File: src/rtl/pc_ctrl_pkg.sv
// Shared definitions for the picoMIPS program-counter step controller:
// special opcodes and the step FSM state type.
package pc_ctrl_pkg;

    // Opcodes that stall the program counter
    localparam logic [2:0] OP_WAIT = 3'b110;
    localparam logic [2:0] OP_HALT = 3'b111;

    // RUN    : PC advances on every ordinary instruction
    // ARM_HI : WAIT decoded, waiting for the switch to be pressed
    // ARM_LO : switch pressed, waiting for release to retire the WAIT
    // HALT   : frozen until reset
    typedef enum logic [1:0] {
        RUN    = 2'd0,
        ARM_HI = 2'd1,
        ARM_LO = 2'd2,
        HALT   = 2'd3
    } step_state_t;

endpackage

File: src/rtl/sw_debounce.sv
// Handshake switch conditioner: a two-flop synchroniser followed, when
// PC_DEBOUNCE_EN is defined, by a run-length debounce counter. Without
// PC_DEBOUNCE_EN the synchronised level is passed straight through and
// DBcycles has no effect.
module sw_debounce #(
    parameter int DBcycles = 4
) (
    input  logic clk,
    input  logic rst,
    input  logic sw_raw,
    output logic sw_clean
);

    logic sw_meta;
    logic sw_sync;

    // Two-stage synchroniser for the asynchronous switch input
    always_ff @(posedge clk or negedge rst) begin
        if (!rst) begin
            sw_meta <= 1'b0;
            sw_sync <= 1'b0;
        end else begin
            sw_meta <= sw_raw;
            sw_sync <= sw_meta;
        end
    end

`ifdef PC_DEBOUNCE_EN
    // Counter reaches DbLast on the DBcycles-th consecutive differing sample
    localparam logic [7:0] DbLast = 8'(DBcycles - 1);

    logic [7:0] db_cnt;

    // Count consecutive samples that disagree with the clean level; flip the
    // clean level once the disagreement has lasted DBcycles edges
    always_ff @(posedge clk or negedge rst) begin
        if (!rst) begin
            db_cnt   <= 8'd0;
            sw_clean <= 1'b0;
        end else if (sw_sync == sw_clean) begin
            db_cnt <= 8'd0;
        end else if (db_cnt == DbLast) begin
            sw_clean <= ~sw_clean;
            db_cnt   <= 8'd0;
        end else begin
            db_cnt <= db_cnt + 8'd1;
        end
    end
`else
    // Debounce disabled: the parameter is kept only for interface
    // compatibility, so tie it off into a deliberately unused net
    logic db_param_unused;
    assign db_param_unused = (DBcycles > 0);

    assign sw_clean = sw_sync;
`endif

endmodule

File: src/rtl/pc_step_ctrl.sv
// Program-counter step controller. Produces PCincr, the advance/hold
// qualifier for the program counter, holding it on WAIT until a full
// press-and-release of the handshake switch and freezing it on HALT.
// Optional feature macro: PC_DEBOUNCE_EN (enables the switch debouncer).
//
// Handshake: PCincr is a level qualifier, not a valid/ready pair. The PC
// adds PCincr on every rising clk edge; PCincr = 1 means "this instruction
// retires on the coming edge", PCincr = 0 means "hold the current address".
// The WAIT handshake is press (sw_clean 0->1) followed by release (1->0);
// the release cycle is the one in which the WAIT retires.
module pc_step_ctrl
    import pc_ctrl_pkg::*;
#(
    parameter int Osize    = 3,
    parameter int DBcycles = 4
) (
    input  logic             clk,
    input  logic             rst,
    input  logic             sw_raw,
    input  logic [Osize-1:0] opcode,
    output logic             PCincr,
    output logic             sw_clean,
    output logic             waiting,
    output logic             halted,
    output step_state_t      state_dbg
);

    localparam logic [Osize-1:0] OpWait = Osize'(OP_WAIT);
    localparam logic [Osize-1:0] OpHalt = Osize'(OP_HALT);

    step_state_t state;
    step_state_t state_next;
    logic        step;

    sw_debounce #(
        .DBcycles (DBcycles)
    ) u_sw_debounce (
        .clk      (clk),
        .rst      (rst),
        .sw_raw   (sw_raw),
        .sw_clean (sw_clean)
    );

    // Step FSM state register
    always_ff @(posedge clk or negedge rst) begin
        if (!rst) begin
            state <= RUN;
        end else begin
            state <= state_next;
        end
    end

    // Next-state and step decode; unknown opcodes step like ordinary ones
    always_comb begin
        state_next = state;
        step       = 1'b0;
        case (state)
            RUN: begin
                if (opcode == OpWait) begin
                    state_next = ARM_HI;
                end else if (opcode == OpHalt) begin
                    state_next = HALT;
                end else begin
                    step = 1'b1;
                end
            end
            ARM_HI: begin
                // A switch already held when WAIT arrives counts as the press
                if (sw_clean) begin
                    state_next = ARM_LO;
                end
            end
            ARM_LO: begin
                // Release retires the WAIT in this same cycle
                if (!sw_clean) begin
                    step       = 1'b1;
                    state_next = RUN;
                end
            end
            HALT: begin
                state_next = HALT;
            end
            default: begin
                state_next = RUN;
            end
        endcase
    end

    // Reset masks the step so the PC cannot move while rst is low
    assign PCincr    = step & rst;
    assign waiting   = (state == ARM_HI) || (state == ARM_LO);
    assign halted    = (state == HALT);
    assign state_dbg = state;

endmodule

File: config.mk
export PLATFORM = sky130hd
export DESIGN_NAME = pc_step_ctrl
export DESIGN_NICKNAME = d
export VERILOG_FILES = /design/src/rtl/pc_ctrl_pkg.sv /design/src/rtl/sw_debounce.sv /design/src/rtl/pc_step_ctrl.sv
export SDC_FILE = /design/constraint.sdc
export NUM_CORES = 1
export LEC_CHECK = 0
export BUFFER_PORTS_ARGS = -buffer_cell sky130_fd_sc_hd__buf_4
export CORE_AREA = 2 2 39 41
export CTS_BUF_LIST = sky130_fd_sc_hd__clkbuf_8
export CTS_CLUSTER_SIZE = 24
export DETAILED_ROUTE_END_ITERATION = 8
export DIE_AREA = 0 0 41 43
export PLACE_DENSITY = 0.5
export RECOVER_POWER = 50
export SLEW_MARGIN = 20
export SYNTH_ARGS = -nofsm -noshare
export SYNTH_HDL_FRONTEND = slang
export SYNTH_SLANG_ARGS = --single-unit
File: constraint.sdc
create_clock -name clk -period 2.53 [get_ports clk]
set_clock_uncertainty 0.1 [all_clocks]
set_input_delay 0.506 -clock clk [delete_from_list [all_inputs] [get_ports clk]]
set_output_delay 0.506 -clock clk [all_outputs]
set_load 0.02 [all_outputs]
==> flow_summary.toml, run 1 <==
[status]
status = "completed"

[final_layout]
layout_stage_area_growth_over_the_synthesis_result_pct = 57.6
post_route_cells_drive_above_1_share = 0.429
design.final.nets = 47
antenna_cells = 0
final_cells = 51

[die]
die-area_um2 = 1760
io-pin-count = 12
floorplan.die.width_um = 41
die_h_um = 43
floorplan.rows = 14
initial_core_util = 0.184
core-area_um2 = 1380

[global_route]
grt-busiest-layer = "met2"
grt.met1_usage = 0.0719
globalRouteMet3Util = 0.0314
grtUsageMet2 = 0.116
grt_pass1_wl_um = 834
pin_count_of_the_biggest_net_entering_global_routing = 6
antenna_found_initial = 0
track_usage = 0.0747
first_global_vias = 220
grt_overflow = 0

[clock_network]
clock_sink_count = 4
clkTransAtPathRegs_ns = 0.03
tritoncts = "built"
number_of_cts_inserted_buffers = 3
largest_buffer_count_on_any_clock_path = 2
cts_repair_resize_count = 0
cts.root.buffer_cell = "sky130_fd_sc_hd__clkbuf_8"
insertion_delay_ns = 0.21
htree_levels = 1

[sta]
relative_slew_margins = 0.820
hold_viol_final = 0
rsz0062_at_grt = "false"
setup-violations-final = 0
fin_setup_tns_ns = 0
max_freq_mhz = 456
period_share = 0.866
report.final.slew_viol_count = 0
layout_min_cycle_time_ns = 2.19
worst-slew-pin-transition_ns = 0.269

[place]
port_buffers = 11
place.detailed.instances = 47
dp_hpwl_um = 406
gpl.final_weighted_congestion = 0.513

[critical_path]
worst-endpoint-arrival_ns = 1.58
worst_path_dominant_cell_family = "buffers and inverters"
setup.worst_path.start_class = "primary input"
cp_data_required_time_ns = 1.92
timing.critical_path.cells = "dlygate4sd3_1, clkbuf_1, o21a_1, buf_4"
setup.reg_to_reg.worst_slack_ns = 0.83
cpMaxStageDelayCell = "sky130_fd_sc_hd__dlygate4sd3_1"
timing_worst_setup_path_type = "primary input to output pin"
worst_setup_path_end_kind = "output pin"
worstPathBufferInverterCount = 3
largest_stage_delay_on_the_critical_path_ns = 0.52
crit_fanout = 5

[synthesis]
post_synth_inst_count = 20
number_of_synthesized_register_bits = 4
sequential_area_share_after_synthesis = 0.394
synth.net_count = 30
netlist_area_um2 = 254
cell_variety_after_synth = 12
ys_warn_count = 0
post_synthesis_average_cell_area_um2 = 12.7

[detailed_routing]
detailroute.via_count = 199
drt_first_iter_violations = 1
drc_errors = 0
detail_route.vias_per_cell = 3.90
post_drt_wl_per_cell_um = 10.4
final_antenna_net_count = 0
wirelength_um = 530
detail_route.first_pass.iterations = 2

[power_and_ir_drop]
worst_ir_drop_vdd_mv = 0.296
leakagePower_nw = 0.204
switching_share = 0.174
power.sequential.fraction = 0.321
total_switching_power_mw = 0.0366
cell_internal_power_mw = 0.173
comb_power_share = 0.051
clock_power_share = 0.628
p_per_area_nw_per_um2 = 525

[min_path]
holdCritPathClass = "register to register"

[flow_run]
max-cap-violations = 0
[cells in the final DEF, fill, tap and decap left out, drive strengths merged, types with 2 or more instances in the layout]
master	n
buf	8
clkbuf	6
dfrtp	4
ha	4
inv	2
nor2b	2
[power by group through the flow]
| stage | registers, mW | logic, mW | clock network, mW |
|---|---|---|---|
| 3_3_place_gp | 0.0682 | 0.0105 | 0 |
| 6_report | 0.0674 | 0.0108 | 0.132 |
| 2_1_floorplan | 0.0691 | 0.0000467 | 0 |
| 4_1_cts | 0.0675 | 0.0118 | 0.137 |
| 5_1_grt | 0.0676 | 0.0119 | 0.140 |
| 3_5_place_dp | 0.0682 | 0.0106 | 0 |
[final timing paths]
path,start,end,cells after the start
max,rst,PCincr,4
min,u_sw_debounce.sw_meta$_DFF_PN0_,u_sw_debounce.sw_clean$_DFF_PN0_,0
max reg2reg,state_dbg[0]$_DFFE_PN0P_,state_dbg[1]$_DFFE_PN0P_,5
min reg2reg,u_sw_debounce.sw_meta$_DFF_PN0_,u_sw_debounce.sw_clean$_DFF_PN0_,0
max in group asynchronous,rst,state_dbg[0]$_DFFE_PN0P_,2
min in group asynchronous,rst,u_sw_debounce.sw_meta$_DFF_PN0_,2
[synth_stat cells]
cell type	number	area [µm²]
sky130_fd_sc_hd__a211oi_4	1	20.0
sky130_fd_sc_hd__a21boi_4	1	18.8
sky130_fd_sc_hd__dfrtp_1	4	100
sky130_fd_sc_hd__ha_1	4	50.1
sky130_fd_sc_hd__inv_1	2	7.51
sky130_fd_sc_hd__mux2_4	1	15.0
sky130_fd_sc_hd__mux2i_1	1	10.0
sky130_fd_sc_hd__nand2_1	1	3.75
sky130_fd_sc_hd__nor2_1	1	3.75
sky130_fd_sc_hd__nor2b_1	2	12.5
sky130_fd_sc_hd__o21a_1	1	7.51
sky130_fd_sc_hd__o21ai_0	1	5.00
[sequential cells by signal, summed over array words and instances (netlist names)]
signal	cells
u_sw_debounce.sw_meta	1
state_dbg	2
u_sw_debounce.sw_clean	1
[final cells by class]
cell class              count  area (µm²)
well taps                  16        20.0
multi-input cells          14         146
inverters                   2        7.51
clock buffers               3        41.3
fillers                   147         983
repair buffers             12        85.1
flip-flops and latches      4         100
[metal layers]
layer | wire length [µm] | share of wire
met5 | 0 | 0
met4 | 0 | 0
met3 | 60 | 0.11
met2 | 256 | 0.48
met1 | 213 | 0.40
[logic make-up after synthesis]
| kind of cell | Yosys count | share of synthesized area |
|---|---|---|
| AO/OA/AOI/OAI | 4 | 0.202 |
| adder cells (fa/ha/maj) | 4 | 0.197 |
| buffers and inverters | 2 | 0.0296 |
| flip-flops | 4 | 0.394 |
| multiplexers | 2 | 0.0985 |
| AND/OR/NAND/NOR | 4 | 0.0788 |
[per-stage QoR]
| stage | cell area (µm²) | utilization | worst slack, ns | total power, mW | hold slack [ns] |
|---|---|---|---|---|---|
| 5_1_grt | 400 | 0.289 | 0.238 | 0.219 | 0.250 |
| 6_report | 400 | 0.289 | 0.339 | 0.210 | 0.243 |
| 3_5_place_dp | 357 | 0.258 | 0.687 | 0.0788 | 0.211 |
| 2_1_floorplan | 254 | - | 0.715 | 0.0692 | 0.110 |
| 4_1_cts | 408 | 0.295 | 0.437 | 0.216 | 0.246 |
| 3_3_place_gp | 357 | 0.258 | 0.748 | 0.0788 | 0.210 |
[repair_timing]
action,CTS,global route
setup buffers,0,0
hold buffers,1,0
endpoints found under the hold margin,4,0
Power figures use the tool's default switching activity.
==> run 2: changes to the inputs <==
--- a/config.mk
+++ b/config.mk
@@ -11,6 +11,7 @@
 export CTS_CLUSTER_SIZE = 24
 export DETAILED_ROUTE_END_ITERATION = 8
 export DIE_AREA = 0 0 41 43
+export MAX_ROUTING_LAYER = met4
 export PLACE_DENSITY = 0.5
 export RECOVER_POWER = 50
 export SLEW_MARGIN = 20
==> constraint.sdc (replaced) <==
create_clock -name clk -period 2.2 [get_ports clk]
set_clock_uncertainty 0.1 [all_clocks]
set_input_delay 0.44 -clock clk [delete_from_list [all_inputs] [get_ports clk]]
set_output_delay 0.44 -clock clk [all_outputs]
set_load 0.02 [all_outputs]
==> run 2 against run 1 <==
- flip-flop and latch count is the same
- via count shrank 2.5%
- register-to-register slack lost 0.30 ns
- global-route usage grew 0.30 points
- critical path depth grew 1
- core utilization grew 0.27 points
- worst hold slack lost 0.0056 ns
- power grew 15%
- sequential power grew 15%
- wire length grew 0.94%
- critical endpoint unchanged
- largest power group unchanged
==> flow_summary.toml, run 2 (same netlist as run 1, synthesis figures left out) <==
[final_layout]
largest_register_ffs = 2
fill_cells = 148
antenna_cells = 0
design.final.nets = 47
most_frequent_standard_cell_in_the_layout_excluding_fill_and_tap_cells = "sky130_fd_sc_hd__buf_4"
layout_stage_area_growth_over_the_synthesis_result_pct = 59.1
final_core_utilization = 0.292
most-common-layout-cells = "sky130_fd_sc_hd__buf_4 (9), sky130_fd_sc_hd__ha_1 (4), sky130_fd_sc_hd__dfrtp_1 (4)"
post_route_cells_drive_above_1_share = 0.457

[critical_path]
startpoint = "state_dbg[0]$_DFFE_PN0P_"
cp_data_required_time_ns = 1.66
setup.worst_path.start_class = "register"
timing_worst_setup_path_type = "register to output pin"
worstReg2RegEnd = "state_dbg[1]$_DFFE_PN0P_"
worst-endpoint-arrival_ns = 1.44
worst_setup_path_end_kind = "output pin"
crit_fanout = 4
setup.reg_to_reg.worst_slack_ns = 0.53
timing.reg2reg.worst_path_depth = 5
worstReg2RegStart = "state_dbg[1]$_DFFE_PN0P_"

[global_route]
grt_overflow = 0
track_usage = 0.0776
pin_count_of_the_biggest_net_entering_global_routing = 6
grt_pass1_wl_um = 841
first_global_vias = 221
antenna_found_initial = 0

[detailed_routing]
detail_route.vias_per_cell = 3.80
drt_first_iter_violations = 3
detail_route.first_pass.iterations = 2
wirelength_um = 535
drc_errors = 0
detailroute.via_count = 194
post_drt_wl_per_cell_um = 10.5
final_antenna_net_count = 0

[min_path]
worstHoldStart = "u_sw_debounce.sw_meta$_DFF_PN0_"
hold_path_depth = 0
whs_endpoint = "u_sw_debounce.sw_clean$_DFF_PN0_"
holdCritPathClass = "register to register"

[power_and_ir_drop]
leakagePower_nw = 0.207
p_per_area_nw_per_um2 = 598
worst_ir_drop_vdd_mv = 0.371

[sta]
hold_viol_final = 0
fin_setup_tns_ns = 0
max_freq_mhz = 505
report.final.slew_viol_count = 0
rsz0062_at_grt = "false"
layout_min_cycle_time_ns = 1.98
fin_worst_hold_slack_ns = 0.237
period_share = 0.900
relative_slew_margins = 0.825
worst-slew-pin-transition_ns = 0.264
setup-violations-final = 0

[die]
floorplan.rows = 14
initial_core_util = 0.184
floorplan.die.width_um = 41
core-area_um2 = 1380
die_h_um = 43
die-area_um2 = 1760
io-pin-count = 12

[clock_network]
clock_sink_count = 4
tritoncts = "built"
number_of_cts_inserted_buffers = 3
cts.root.buffer_cell = "sky130_fd_sc_hd__clkbuf_8"
largest_buffer_count_on_any_clock_path = 2
cts_repair_resize_count = 0
clkTransAtPathRegs_ns = 0.03
insertion_delay_ns = 0.21
htree_levels = 1

[place]
dp_hpwl_um = 436
port_buffers = 11
gpl.final_weighted_congestion = 0.515

[status]
status = "completed"

[flow_run]
max-cap-violations = 0
-- run 2: cell types whose count changed in the layout (fill, tap and decap cells not counted), sizes merged --
cell    previous run  this run
buf                8         9
clkbuf             6         5
-- run 2: critical path, stage by stage (launching register included) --
cell and delay, ns:
sky130_fd_sc_hd__dfrtp_1 0.40, sky130_fd_sc_hd__inv_1 0.12, sky130_fd_sc_hd__ha_1 0.20, sky130_fd_sc_hd__a21boi_4 0.22, sky130_fd_sc_hd__o21a_1 0.15, sky130_fd_sc_hd__buf_4 0.13
-- run 2: repair_timing --
item,CTS,global route
hold buffers,1,0
endpoints found under the hold margin,4,0
buffers inserted,0,0
-- run 2: power breakdown --
group,switching [mW],leakage (nW),internal (mW)
Sequential,0.00183,0.0408,0.0760
Clock,0.0343,0.0216,0.116
Combinational,0.00524,0.145,0.00788
Total,0.0413,0.207,0.200
-- run 2: routing by layer --
metal / up-vias / global-route usage / wire, µm
li1: 96 / - / -
met1: 86 / 0.0754 / 237
met2: 12 / 0.116 / 244
met3: 0 / 0.0471 / 52
met4: 0 / 0.0400 / 0
met5: - / - / 0
-- run 2: final cells by class --
cell class / instances / area [µm²] / area share
multi-input combinational: 14 / 146 / 0.362
sequential: 4 / 100 / 0.248
timing repair buffer: 12 / 88.8 / 0.220
clock buffer: 3 / 41.3 / 0.102
tap: 16 / 20.0 / 0.0495
inverter: 2 / 7.51 / 0.0186
-- run 2: metrics by stage --
step / instance area, µm² / cells / power, mW / worst slack, ns
6_report: 404 / 51 / 0.241 / 0.220
4_1_cts: 408 / 51 / 0.248 / 0.201
2_1_floorplan: 254 / 20 / 0.0795 / 0.451
3_3_place_gp: 357 / 47 / 0.0905 / 0.491
5_1_grt: 404 / 51 / 0.255 / 0.142
3_5_place_dp: 357 / 47 / 0.0907 / 0.431
-- run 2: worst max path at each step --
stage          slack, ns  cells after the start  endpoint
2_1_floorplan       0.45                      4    PCincr
3_3_place_gp        0.49                      5    PCincr
3_5_place_dp        0.43                      5    PCincr
4_1_cts             0.20                      5    PCincr
5_1_grt             0.14                      5    PCincr
6_report            0.22                      5    PCincr
==> run 3: changes to the inputs <==
--- a/config.mk
+++ b/config.mk
@@ -5,6 +5,7 @@
 export SDC_FILE = /design/constraint.sdc
 export NUM_CORES = 1
 export LEC_CHECK = 0
+export ABC_AREA = 1
 export BUFFER_PORTS_ARGS = -buffer_cell sky130_fd_sc_hd__buf_4
 export CORE_AREA = 2 2 39 41
 export CTS_BUF_LIST = sky130_fd_sc_hd__clkbuf_8
@@ -12,7 +13,7 @@
 export DETAILED_ROUTE_END_ITERATION = 8
 export DIE_AREA = 0 0 41 43
 export MAX_ROUTING_LAYER = met4
-export PLACE_DENSITY = 0.5
+export PLACE_DENSITY = 0.49
 export RECOVER_POWER = 50
 export SLEW_MARGIN = 20
 export SYNTH_ARGS = -nofsm -noshare
==> run 3 against run 2 <==
- worst hold slack improved by 0.0019 ns
- worst setup slack got worse by 0.0080 ns
- clock power barely moved
- register-to-register slack improved by 0.41 ns
- clock-buffer cell count unchanged
- die area stayed put
- via count up 13%
- core utilization down 0.63 points
- flip-flop and latch count unchanged
- sequential share of layout area up 0.55 points
- combinational power increased to 24 times the previous value
- final area fell by 2.2%
- largest cell class unchanged
- largest power group is now combinational cells
- highest routed layer unchanged
==> flow_summary.toml, run 3 <==
[die]
io-pin-count = 12
core-area_um2 = 1380
initial_core_util = 0.177
floorplan.rows = 14
floorplan.die.width_um = 41
die_h_um = 43
die-area_um2 = 1760

[synthesis]
commonest_cells_post_synth = "sky130_fd_sc_hd__nand2_1 (11), sky130_fd_sc_hd__inv_1 (7), sky130_fd_sc_hd__dfrtp_1 (4), sky130_fd_sc_hd__ha_1 (4), sky130_fd_sc_hd__o21ai_1 (2)"
synth_edf_count = 0
ys_warn_count = 0
yosysMostFrequentCell = "sky130_fd_sc_hd__nand2_1"
number_of_synthesized_register_bits = 4
synth-async-reset-ratio = 1.00
netlist_area_um2 = 245
sequential_area_share_after_synthesis = 0.408
post_synth_inst_count = 31
synth_top_cell_area_share = 0.408
synth.net_count = 41
cell_variety_after_synth = 8
post_synthesis_average_cell_area_um2 = 7.91
yosysTopAreaCell = "sky130_fd_sc_hd__dfrtp_1"
synth.area.top_cells = "sky130_fd_sc_hd__dfrtp_1 (41%), sky130_fd_sc_hd__ha_1 (20%), sky130_fd_sc_hd__nand2_1 (17%), sky130_fd_sc_hd__inv_1 (11%), sky130_fd_sc_hd__o21ai_1 (4.1%)"
synthFlopType = "sky130_fd_sc_hd__dfrtp_1"

[power_and_ir_drop]
p_per_area_nw_per_um2 = 1470
leakagePower_nw = 0.221
worst_ir_drop_vdd_mv = 0.421
power.total_mw = 0.580

[global_route]
pin_count_of_the_biggest_net_entering_global_routing = 6
first_global_vias = 204
grt_pass1_wl_um = 710
grt_overflow = 0
track_usage = 0.0652
antenna_found_initial = 0

[detailed_routing]
drc_errors = 0
final_antenna_net_count = 0
wirelength_um = 465
detail_route.vias_per_cell = 3.55
detailroute.via_count = 220
detail_route.first_pass.iterations = 1
drt_first_iter_violations = 0
post_drt_wl_per_cell_um = 7.50

[critical_path]
startpoint = "rst"
worstReg2RegStart = "state_dbg[0]$_DFFE_PN0P_"
worst_setup_path_end_kind = "output pin"
timing_worst_setup_path_type = "primary input to output pin"
crit_fanout = 5
worst-endpoint-arrival_ns = 1.45
cp_data_required_time_ns = 1.66
setup.worst_path.start_class = "primary input"

[sta]
report.final.slew_viol_count = 0
rsz0062_at_grt = "false"
worst-slew-pin-transition_ns = 0.248
final.setup.worst_slack_ns = 0.212
setup-violations-final = 0
relative_slew_margins = 0.835
fin_setup_tns_ns = 0
layout_min_cycle_time_ns = 1.99
period_share = 0.904
max_freq_mhz = 503
fin_worst_hold_slack_ns = 0.239
hold_viol_final = 0

[final_layout]
design.final.nets = 58
most_frequent_standard_cell_in_the_layout_excluding_fill_and_tap_cells = "sky130_fd_sc_hd__nand2_1"
most-common-layout-cells = "sky130_fd_sc_hd__nand2_1 (11), sky130_fd_sc_hd__buf_4 (9), sky130_fd_sc_hd__inv_1 (7)"
fill_cells = 158
largest_register_ffs = 2
post_route_cells_drive_above_1_share = 0.304
antenna_cells = 0
layout_stage_area_growth_over_the_synthesis_result_pct = 61.2

[clock_network]
postCtsSetupBuffers = 0
insertion_delay_ns = 0.21
htree_levels = 1
clkTransAtPathRegs_ns = 0.03
clock_sink_count = 4
tritoncts = "built"
cts.root.buffer_cell = "sky130_fd_sc_hd__clkbuf_8"
number_of_cts_inserted_buffers = 3
cts_repair_resize_count = 0
largest_buffer_count_on_any_clock_path = 2

[status]
status = "completed"

[place]
pre_cts_setup_slack_ns = 0.522
dp_hpwl_um = 394
port_buffers = 11
gpl.final_weighted_congestion = 0.621

[flow_run]
max-cap-violations = 0

[min_path]
worstHoldStart = "u_sw_debounce.sw_meta$_DFF_PN0_"
holdCritPathClass = "register to register"
-- run 3: cell types whose count changed after synthesis, sizes merged --
cell,delta
nand2,+11
inv,+5
nor2b,-2
a211oi,-1
mux2,-1
mux2i,-1
o21a,-1
o21ai,+1
-- run 3: kinds of logic (layout without fill, tap and decap cells) --
family / after synthesis / in the layout / synth area share
buffers and inverters: 7 / 22 / 0.107
AO/OA/AOI/OAI: 3 / 3 / 0.0714
adder cells (fa/ha/maj): 4 / 4 / 0.204
AND/OR/NAND/NOR: 13 / 13 / 0.209
flip-flops: 4 / 4 / 0.408
-- run 3: per-stage QoR --
step,instances,instance area (µm²),util
final,62,395,0.286
after global routing,62,395,0.286
after CTS,62,399,0.288
after detailed placement,58,348,0.251
after global placement,58,348,0.251
after floorplan,31,245,-
-- run 3: worst paths after layout --
path / cells past startpoint / endpoint / slack, ns
max in group asynchronous: 2 / u_sw_debounce.sw_clean$_DFF_PN0_ / 1.44
hold / removal: 0 / u_sw_debounce.sw_clean$_DFF_PN0_ / 0.24
setup / recovery: 4 / PCincr / 0.21
setup reg to reg: 8 / state_dbg[0]$_DFFE_PN0P_ / 0.94
hold reg to reg: 0 / u_sw_debounce.sw_clean$_DFF_PN0_ / 0.24
min in group asynchronous: 2 / state_dbg[0]$_DFFE_PN0P_ / 0.46
-- run 3: where the power goes --
group          leakage, nW  switching, mW  total [mW]  internal, mW
Combinational        0.152          0.179       0.310         0.131
Clock               0.0216         0.0337       0.150         0.116
Sequential          0.0477         0.0247       0.121        0.0958
-- run 3: layout make-up --
class                   count  area (µm²)  area share
clock buffers               3        41.3       0.104
repair buffers             12        88.8       0.225
inverters                   7        26.3      0.0665
flip-flops and latches      4         100       0.253
multi-input cells          20         119       0.301
well taps                  16        20.0      0.0506
-- run 3: worst max-delay path, stage by stage --
cell and delay, ns:
sky130_fd_sc_hd__dlygate4sd3_1 0.52, sky130_fd_sc_hd__buf_4 0.13, sky130_fd_sc_hd__a21boi_0 0.18, sky130_fd_sc_hd__buf_4 0.17
-- run 3: repair_timing --
item,4_1_cts,5_1_grt
setup endpoints to repair,0,0
endpoints found under the hold margin,4,0
hold buffers,1,0
-- run 3: metal layers --
metal,vias up,part of all wire,GRT usage
met5,-,0,-
met4,0,0,0.0800
met3,0,0.082,0.0157
met2,6,0.54,0.0875
met1,94,0.38,0.0656
li1,120,-,-
